===== config.mk =====
export PLATFORM = sky130hd
export DESIGN_NAME = seg_scan_display
export DESIGN_NICKNAME = d
export VERILOG_FILES = /design/src/rtl/seg_display_pkg.sv /design/src/rtl/seg_hex_decoder.sv /design/src/rtl/seg_scan_display.sv
export SDC_FILE = /design/constraint.sdc
export NUM_CORES = 1
export LEC_CHECK = 0
export CORE_ASPECT_RATIO = 0.9
export CORE_MARGIN = 5
export CORE_UTILIZATION = 42
export DETAILED_ROUTE_END_ITERATION = 8
export GPL_TIMING_DRIVEN = 0
export PLACE_DENSITY = 0.65
export SLEW_MARGIN = 40
export SYNTH_ARGS = -nofsm -noshare
export SYNTH_HDL_FRONTEND = slang
export SYNTH_SLANG_ARGS = --single-unit
export TNS_END_PERCENT = 20

===== constraint.sdc =====
create_clock -name IN_clk -period 2.7 [get_ports IN_clk]
set_input_delay 0.675 -clock IN_clk [delete_from_list [all_inputs] [get_ports IN_clk]]
set_output_delay 0.675 -clock IN_clk [all_outputs]
set_load 0.02 [all_outputs]

===== src/rtl/seg_display_pkg.sv =====
// -----------------------------------------------------------------------------
// seg_display_pkg
// Shared constants and helpers for the seven-segment display slice.
//
// Segment bytes are active-low, ordered {a,b,c,d,e,f,g,dp}, so a 0 bit lights
// a segment and 8'hFF is a fully dark digit. Every font entry leaves the dp
// bit (bit 0) at 1; the decimal point is merged in separately by the driver.
// -----------------------------------------------------------------------------
package seg_display_pkg;

  localparam logic [7:0] SEG_0 = 8'h03;
  localparam logic [7:0] SEG_1 = 8'h9F;
  localparam logic [7:0] SEG_2 = 8'h25;
  localparam logic [7:0] SEG_3 = 8'h0D;
  localparam logic [7:0] SEG_4 = 8'h99;
  localparam logic [7:0] SEG_5 = 8'h49;
  localparam logic [7:0] SEG_6 = 8'h41;
  localparam logic [7:0] SEG_7 = 8'h1F;
  localparam logic [7:0] SEG_8 = 8'h01;
  localparam logic [7:0] SEG_9 = 8'h09;
  localparam logic [7:0] SEG_A = 8'h11;
  localparam logic [7:0] SEG_B = 8'hC1;
  localparam logic [7:0] SEG_C = 8'h63;
  localparam logic [7:0] SEG_D = 8'h85;
  localparam logic [7:0] SEG_E = 8'h61;
  localparam logic [7:0] SEG_F = 8'h71;

  localparam logic [7:0] SEG_BLANK  = 8'hFF;
  localparam int         SEG_DP_BIT = 0;

  // Hex font lookup; the returned byte always has its dp segment off.
  function automatic logic [7:0] hex_to_seg(input logic [3:0] nibble);
    logic [7:0] seg;
    case (nibble)
      4'h0:    seg = SEG_0;
      4'h1:    seg = SEG_1;
      4'h2:    seg = SEG_2;
      4'h3:    seg = SEG_3;
      4'h4:    seg = SEG_4;
      4'h5:    seg = SEG_5;
      4'h6:    seg = SEG_6;
      4'h7:    seg = SEG_7;
      4'h8:    seg = SEG_8;
      4'h9:    seg = SEG_9;
      4'hA:    seg = SEG_A;
      4'hB:    seg = SEG_B;
      4'hC:    seg = SEG_C;
      4'hD:    seg = SEG_D;
      4'hE:    seg = SEG_E;
      default: seg = SEG_F;
    endcase
    return seg;
  endfunction

endpackage


===== src/rtl/seg_hex_decoder.sv =====
// -----------------------------------------------------------------------------
// seg_hex_decoder
// Combinational 4-bit hex digit to active-low 7-segment font byte.
//
// Ports:
//   nibble  in   4  hex value 0..F
//   seg     out  8  {a,b,c,d,e,f,g,dp}, active-low, dp always off
// -----------------------------------------------------------------------------
module seg_hex_decoder (
  input  logic [3:0] nibble,
  output logic [7:0] seg
);

  import seg_display_pkg::*;

  // Pure table lookup so the font lives in one place (the package).
  always_comb begin
    seg = hex_to_seg(nibble);
  end

endmodule


===== src/rtl/seg_scan_display.sv =====
// -----------------------------------------------------------------------------
// seg_scan_display
// Time-multiplexed hex driver for NUM_DIGITS common-select 7-segment digits.
// One digit is driven per slot of SCAN_DIV clocks; the first BLANK_CYC clocks
// of each slot are dark to stop the previous digit ghosting into the next.
// The displayed value is captured once per frame so a frame never mixes
// old and new digits.
//
// Optional feature macro: SEG_BLINK_EN (per-digit blinking, half-period of
// BLINK_FRAMES frames). Without it IN_blink is ignored.
//
// Ports:
//   IN_clk       in   1             clock, all state on posedge
//   IN_rst_n     in   1             synchronous active-low reset
//   IN_value     in   4*NUM_DIGITS  hex nibbles, [3:0] = digit 0 (rightmost)
//   IN_dp        in   NUM_DIGITS    decimal point per digit, 1 = lit
//   IN_blank_lz  in   1             1 = blank leading zero digits
//   IN_enable    in   1             0 = display dark, counters keep running
//   IN_blink     in   NUM_DIGITS    per-digit blink request
//   OUT_choice   out  NUM_DIGITS    one-hot digit select, active-high
//   OUT_seg      out  8             segments, active-low {a..g,dp}
//   OUT_frame    out  1             pulse on first output cycle of a frame
// -----------------------------------------------------------------------------
module seg_scan_display #(
  parameter int NUM_DIGITS   = 4,
  parameter int SCAN_DIV     = 50000,
  parameter int BLANK_CYC    = 1,
  parameter int BLINK_FRAMES = 64
) (
  input  logic                      IN_clk,
  input  logic                      IN_rst_n,
  input  logic [4*NUM_DIGITS-1:0]   IN_value,
  input  logic [NUM_DIGITS-1:0]     IN_dp,
  input  logic                      IN_blank_lz,
  input  logic                      IN_enable,
  input  logic [NUM_DIGITS-1:0]     IN_blink,
  output logic [NUM_DIGITS-1:0]     OUT_choice,
  output logic [7:0]                OUT_seg,
  output logic                      OUT_frame
);

  import seg_display_pkg::*;

  localparam int CNT_W = $clog2(SCAN_DIV);
  localparam int IDX_W = (NUM_DIGITS > 1) ? $clog2(NUM_DIGITS) : 1;

  localparam logic [CNT_W-1:0] CNT_LAST  = CNT_W'(SCAN_DIV - 1);
  localparam logic [IDX_W-1:0] IDX_LAST  = IDX_W'(NUM_DIGITS - 1);
  localparam logic [CNT_W:0]   BLANK_LIM = (CNT_W + 1)'(BLANK_CYC);

  logic [CNT_W-1:0]        cnt;
  logic [IDX_W-1:0]        idx;
  logic [4*NUM_DIGITS-1:0] snap_value;
  logic [NUM_DIGITS-1:0]   snap_dp;
  logic                    slot_end;
  logic                    frame_end;
  logic [3:0]              cur_nibble;
  logic [7:0]              font_seg;
  logic [NUM_DIGITS-1:0]   zero_from;
  logic [7:0]              digit_seg;

  assign slot_end   = (cnt == CNT_LAST);
  assign frame_end  = slot_end && (idx == IDX_LAST);
  assign cur_nibble = snap_value[{idx, 2'b00} +: 4];

  // Prescaler and digit index. The snapshot only moves at the frame boundary,
  // which is what keeps every digit of a frame showing the same value.
  always_ff @(posedge IN_clk) begin
    if (!IN_rst_n) begin
      cnt        <= '0;
      idx        <= '0;
      snap_value <= '0;
      snap_dp    <= '0;
    end else begin
      if (slot_end) begin
        cnt <= '0;
        idx <= (idx == IDX_LAST) ? '0 : idx + IDX_W'(1);
      end else begin
        cnt <= cnt + CNT_W'(1);
      end
      if (frame_end) begin
        snap_value <= IN_value;
        snap_dp    <= IN_dp;
      end
    end
  end

  seg_hex_decoder u_hex_decoder (
    .nibble (cur_nibble),
    .seg    (font_seg)
  );

  // zero_from[i] is set when nibbles i..NUM_DIGITS-1 of the snapshot are all
  // zero; scanning from the top digit down lets one running AND do it.
  always_comb begin : lz_scan
    logic run;
    run       = 1'b1;
    zero_from = '0;
    for (int i = NUM_DIGITS - 1; i >= 0; i--) begin
      run          = run && (snap_value[4*i +: 4] == 4'h0);
      zero_from[i] = run;
    end
  end

`ifdef SEG_BLINK_EN
  localparam int FC_W = (BLINK_FRAMES > 1) ? $clog2(BLINK_FRAMES) : 1;
  localparam logic [FC_W-1:0] FC_LAST = FC_W'(BLINK_FRAMES - 1);

  logic [FC_W-1:0]       frame_cnt;
  logic                  blink_phase;
  logic [NUM_DIGITS-1:0] snap_blink;

  // Frame counter flips the blink phase every BLINK_FRAMES frames; the blink
  // mask is captured alongside the value so it is frame-coherent too.
  always_ff @(posedge IN_clk) begin
    if (!IN_rst_n) begin
      frame_cnt   <= '0;
      blink_phase <= 1'b0;
      snap_blink  <= '0;
    end else if (frame_end) begin
      snap_blink <= IN_blink;
      if (frame_cnt == FC_LAST) begin
        frame_cnt   <= '0;
        blink_phase <= ~blink_phase;
      end else begin
        frame_cnt <= frame_cnt + FC_W'(1);
      end
    end
  end
`else
  logic unused_blink;
  assign unused_blink = ^{IN_blink, 1'(BLINK_FRAMES)};
`endif

  // Segment byte for the digit currently in its slot. Leading-zero blanking
  // only darkens a..g, so a dp on a blanked digit still shows; a blinking
  // digit in its hidden phase goes fully dark, dp included.
  always_comb begin
    digit_seg = font_seg;
    if (IN_blank_lz && (idx != '0) && zero_from[idx]) begin
      digit_seg = SEG_BLANK;
    end
    if (snap_dp[idx]) begin
      digit_seg[SEG_DP_BIT] = 1'b0;
    end
`ifdef SEG_BLINK_EN
    if (blink_phase && snap_blink[idx]) begin
      digit_seg = SEG_BLANK;
    end
`endif
  end

  // Output register: one cycle behind the slot state. The anti-ghost gap and
  // the enable both force the select off and the segments dark.
  always_ff @(posedge IN_clk) begin
    if (!IN_rst_n) begin
      OUT_choice <= '0;
      OUT_seg    <= SEG_BLANK;
      OUT_frame  <= 1'b0;
    end else begin
      if (({1'b0, cnt} < BLANK_LIM) || !IN_enable) begin
        OUT_choice <= '0;
        OUT_seg    <= SEG_BLANK;
      end else begin
        OUT_choice <= NUM_DIGITS'(1) << idx;
        OUT_seg    <= digit_seg;
      end
      OUT_frame <= (cnt == '0) && (idx == '0);
    end
  end

endmodule


# Word-level counts from Yosys, hierarchy flattened
# Memory sizes are Yosys's and may differ from the RTL's. A register that Yosys moved wholly into a read port is not among the register bits.
# Cells that the tools add are included.
dict set report totals {
  elab_cells 43
  mem_count 1
  romBits 112
  input_bits 28
  output_inout_bits 13
  ff_bits 44
}
# name depth width rd rd_ports_with_merged_regs wr line
set mem_list {}
lappend mem_list {{(name not given)} 16 7 1 1 0 seg_display_pkg.sv:34} ;# case (nibble)
dict set report classes {
  eq_ne 2
  n_mux 7
  n_addsub 2
  n_reduce_logical 19
  bitwise_logic 1
  shifts 2
  order_cmp 2
}
# operator n
set ops {}
lappend ops {{adder 16 x 1 -> 16 bit, second input constant} 1}
lappend ops {{== test 16 bit, second input constant} 1}
lappend ops {{zero test 16 bit} 1}
lappend ops {{zero test 4 bit} 4}
lappend ops {{less-than comparator 16 x 1 -> 1 bit, second input constant} 1}
lappend ops {{variable part select 16 x 5 -> 4 bit} 1}
lappend ops {{logical AND 1 bit} 7}
lappend ops {{binary-select mux 1 bit (select 2 bit)} 2}
lappend ops {{two-way mux 1 bit} 4}
lappend ops {{OR reduction 2 bit} 2}
lappend ops {{<< shifter 1 x 2 -> 4 bit, first input constant} 1}
lappend ops {{less-than comparator 2 x 3 -> 1 bit, second input constant} 1}
lappend ops {{OR reduction 3 bit} 1}
lappend ops {{adder 2 x 1 -> 2 bit, second input constant} 1}
lappend ops {{== test 2 bit, second input constant} 1}
lappend ops {{zero test 2 bit} 1}
lappend ops {{two-way mux 2 bit} 1}
lappend ops {{nonzero test 2 bit} 1}
lappend ops {{zero test 1 bit} 1}
lappend ops {{logical OR 1 bit} 1}
lappend ops {{NOT 1 bit} 1}

# Longest topological paths before layout
dict set report depth {
  depth_word 9
  depth_mapped 7
  ltp_nobuf 6
}

# Cells and area by module
# Synthesis repeated with hierarchy kept, for this count alone.
dict set report unflattened {
  cells_unflattened 273
  hier_area_um2 2524.9
}
# module cells_each instances seq_area_each_um2 area_each_um2
set by_module_without_submodules {}
lappend by_module_without_submodules {seg_scan_display 238 1 1021.0 2244.7}
lappend by_module_without_submodules {seg_hex_decoder 35 1 0.0 280.3}

# Worst setup path after synthesis
# OpenSTA, ideal clock, no wires.
dict set report synth_path {
  path_type {flip-flop to flip-flop}
  start {reg idx[0]}
  end {reg OUT_seg[1]}
  n_path_buf 1
  setup_slack_ns 0.804
  setup_time_ns 0.147
  arrival_ns 1.748
  period_less_slack_ns 1.896
  stages_incl_launch_ff 7
  t_required_ns 2.553
  path_cell_list {dfxtp_1 -> buf_6 -> mux4_2 -> ha_1 -> mux2_2 -> a22oi_1 -> nand3_1}
}
dict set report synth_via {
  elab_chain_cells 4
  word_cells_on_any_way 7
  classes_between {1 x shift; 2 x mux; 4 x reduce/logical}
}
# item line
set synth_lines {}
lappend synth_lines {{from (decl)} seg_scan_display.sv:52} ;# logic [IDX_W-1:0] idx;
lappend synth_lines {{from (signal assigned)} seg_scan_display.sv:77} ;# idx <= (idx == IDX_LAST) ? '0 : idx + IDX_W'(1);
lappend synth_lines {{binary-select mux 1 bit (select 2 bit) / nonzero test 2 bit (equally long branches)} seg_scan_display.sv:140} ;# if (IN_blank_lz && (idx != '0) && zero_from[idx]) begin
lappend synth_lines {{two-way mux 1 bit (not written as such) / logical AND 1 bit (equally long branches)} seg_scan_display.sv:140}
lappend synth_lines {{logical AND 1 bit} seg_scan_display.sv:140}
lappend synth_lines {{OR reduction 3 bit (no line)} --}
lappend synth_lines {{to (decl)} seg_scan_display.sv:38} ;# output logic [7:0] OUT_seg,
# Parallel ways exist; a longest one is shown, timed or not. The select of a mux whose other input is x is not followed.
# A chain may end at the register's enable or synchronous reset.

# Worst setup path after layout
dict set report layout_path {
  start {reg cnt[0]}
  end {reg cnt[3]}
}
dict set report layout_via {
  elab_chain_cells 2
  word_cells_on_any_way 3
  classes_between {1 x add/sub; 1 x eq/ne; 1 x reduce/logical}
}
# item line
set layout_lines {}
lappend layout_lines {{from (decl)} seg_scan_display.sv:51} ;# logic [CNT_W-1:0] cnt;
lappend layout_lines {{from (signal assigned)} seg_scan_display.sv:79} ;# cnt <= cnt + CNT_W'(1);
lappend layout_lines {{parallel branches: the longest is 2 deep, another holds adder 16 x 1 -> 16 bit} --}
# Parallel ways; which one is timed is not known.

==> summary.md <==
| Metric | Value |
|---|---|
| Critical path endpoint category | `register` |
| Clock latency on the worst-skew pair | `0.31 ns` |
| Post-layout net count | `359` |
| DR vias | `2197` |
| Router iterations before antenna repair | `4` |
| WL/cell | `16.0 um` |
| DR vias/cell | `about 5.6` |
| Site Rows | `26` |
| Arrival @ worst endpoint | `2.32 ns` |
| Worst Tran Pin Value | `roughly 0.64 ns` |
| Synthesized net count | `316` |
| Critical path type | `register to register` |
| Final WL | `roughly 6300 um` |
| Final HPWL DP | `4580 um` |
| Chip height | `83.2 um` |
| Max cap viols | `0` |
| Starting density of the core | `0.437` |
| Post-route DRC | `0` |
| Final slew viol count | `0` |
| Reg clk slew, reported paths | `~0.09 ns` |
| Synth warnings | `0` |
| CP startpoint | `cnt[0]` |
| Status | `completed` |
| Min Tclk post-route | `2.12 ns` |
| Pleak | `between 0.9 and 1 nW` |
| Post-CTS sizing | `0` |
| CTS buffer count | `5` |
| Primary FF master, synth | `dfxtp_1` |
| Starting DRT DRC Count | `between 100 and 150` |
| GR Overflow Total | `0` |
| Worst Hold Class | `register to register` |
| Antenna-violating nets left | `0` |
| Area of the multi-input gates | `between 0.001 and 0.0015 mm^2` |
| Power density over the cells | `443 mW/mm^2` |
| First-pass GRT wire length | `10900 um` |
| Clock Skews | `0.00619 ns` |
| Final hold viol count | `0` |
| Crit-path max FO | `10` |
| Max Fclk | `472 MHz` |
| Pwr Total | `1.36 mW` |
| Clk root buf | `clkbuf_8` |
| Gr usage total | `0.171` |
| Die area | `0.00760 mm^2` |
| RR Startpoint | `cnt[0]` |
| Crit path required time | `2.90 ns` |
| Synthesis-to-finish area growth | `22.4%` |
| Cells after synthesis | `278` |
| Unique masters post-synth | `40` |
| Hold Slack | `0.477 ns` |
| I/O pin cnt | `41` |
| Setup TNS | `0 ns` |
| Initial antenna violation count | `0` |
| Sequential area share after synthesis | `0.408` |
| Post-synth EDFFs | `0` |
| Commonest cells after routing, fill and taps aside | `dfxtp_1 (51), clkdlybuf4s50_1 (36), a21oi_1 (26)` |
| Post-synth ARST share | `0` |
| Mean Syn Cell Area | `9.00 um^2` |
| IO Port Bufs | `36` |
| RSZ-0062 raised after global routing | `false` |
| Core ar. | `roughly 0.0057 mm^2` |
| Largest net degree at the start of global routing | `16` |
| H-tree levels | `2` |
| TritonCTS clock tree | `built` |
| Worst Setup Start Kind | `register` |
| Post-CTS setup buffers | `0` |
| Number of global-route vias before repair | `2170` |
| Synthesized flop and latch total | `51` |
| Endpoints failing setup | `0` |
| Setup ws final | `just under 0.6 ns` |
| ANT cells | `0` |
| Min-delay src | `snap_dp[0]` |
| Reg area | `0.00102 mm^2` |
| Layout cells sized above 1 | `0.0932` |
| Place WS | `0.326 ns` |
| VDD IR max | `around 0.21 mV` |
| # hold bufs at CTS | `0` |
| Cell Area, Synth | `0.00250 mm^2` |
| Rel. slew slack | `0.568` |
| Most common cell after layout, fill and taps aside | `dfxtp_1` |
| Fillers | `roughly 550` |
| Clock Sinks | `just over 50` |
| Fin crit share | `0.785` |
| Routability cong. | `around 0.83` |
| Die width | `91.4 um` |
| CTS Buffer Depth | `2` |
==> routing by layer <==
metal  track usage  wire length, um
met3        0.0425              367
met1         0.257             3200
met4        0.0453               73
met5             0                0
met2         0.239             2650
==> cell families (layout without fill, tap and decap cells) <==
group           after synthesis  count (layout)  synth area share
mux                          10              10            0.0685
xor+xnor                     12              12            0.0420
flops                        51              51             0.408
buf+inv                      34              78            0.0590
fa+ha+maj                    10              10            0.0500
simple gates                 99              99             0.216
compound gates               62              62             0.156
==> where the power goes <==
part	internal [mW]	switching [mW]
logic	0.0550	0.0442
registers	0.764	0.00639
clock network	0.233	0.254
total	1.05	0.305
==> worst paths after layout <==
check                                   to  slack (ns)  depth (start not counted)
worst min register to register  snap_dp[0]        0.48                          2
worst min-delay path            snap_dp[0]        0.48                          2
worst max register to register      cnt[3]        0.58                          6
worst max-delay path                cnt[3]        0.58                          6
==> stage by stage <==
| stage | std cells | cell area, um^2 | util |
|---|---|---|---|
| floorplan | 278 | 2500 | - |
| global placement | 384 | 2950 | 0.515 |
| detailed placement | 384 | 2960 | 0.517 |
| CTS | 392 | 3060 | 0.535 |
| global route | 392 | 3060 | 0.535 |
| finish | 392 | 3060 | 0.535 |
==> final cells by class <==
| class | instances | share of cell area |
|---|---|---|
| plain buffers | 21 | 0.0323 |
| clock buffers | 7 | 0.0315 |
| clock inverters | 1 | 0.00245 |
| inverters | 13 | 0.0159 |
| multi-input cells | 193 | 0.438 |
| flip-flops and latches | 51 | 0.333 |
| well taps | 70 | 0.0286 |
| repair buffers | 36 | 0.118 |
==> cell usage after synthesis, types with 7 or more instances <==
| library cell | instances | share of area |
|---|---|---|
| a21oi_1 | 26 | 0.052 |
| clkbuf_1 | 15 | 0.022 |
| dfxtp_1 | 51 | 0.41 |
| ha_1 | 10 | 0.050 |
| inv_1 | 13 | 0.020 |
| nand2_1 | 12 | 0.018 |
| nand3_1 | 13 | 0.026 |
| nand4_1 | 25 | 0.063 |
| nor2_1 | 21 | 0.032 |
| nor4_1 | 7 | 0.017 |
| o31ai_1 | 21 | 0.063 |
| xnor2_1 | 10 | 0.035 |
==> sequential cells by signal, indices dropped and copies added (netlist names) <==
signal	count
OUT_frame	1
snap_dp	4
OUT_choice	4
snap_value	16
cnt	16
idx	2
OUT_seg	8
==> worst max-delay path, stage by stage (launching register included) <==
cell     delay (ns)
dfxtp_1        0.40
ha_1           0.25
and3_1         0.24
nand4_1        0.23
o21ai_1        0.49
buf_2          0.32
nor2_1         0.08
No activity file was read; power rests on OpenSTA's default activity.
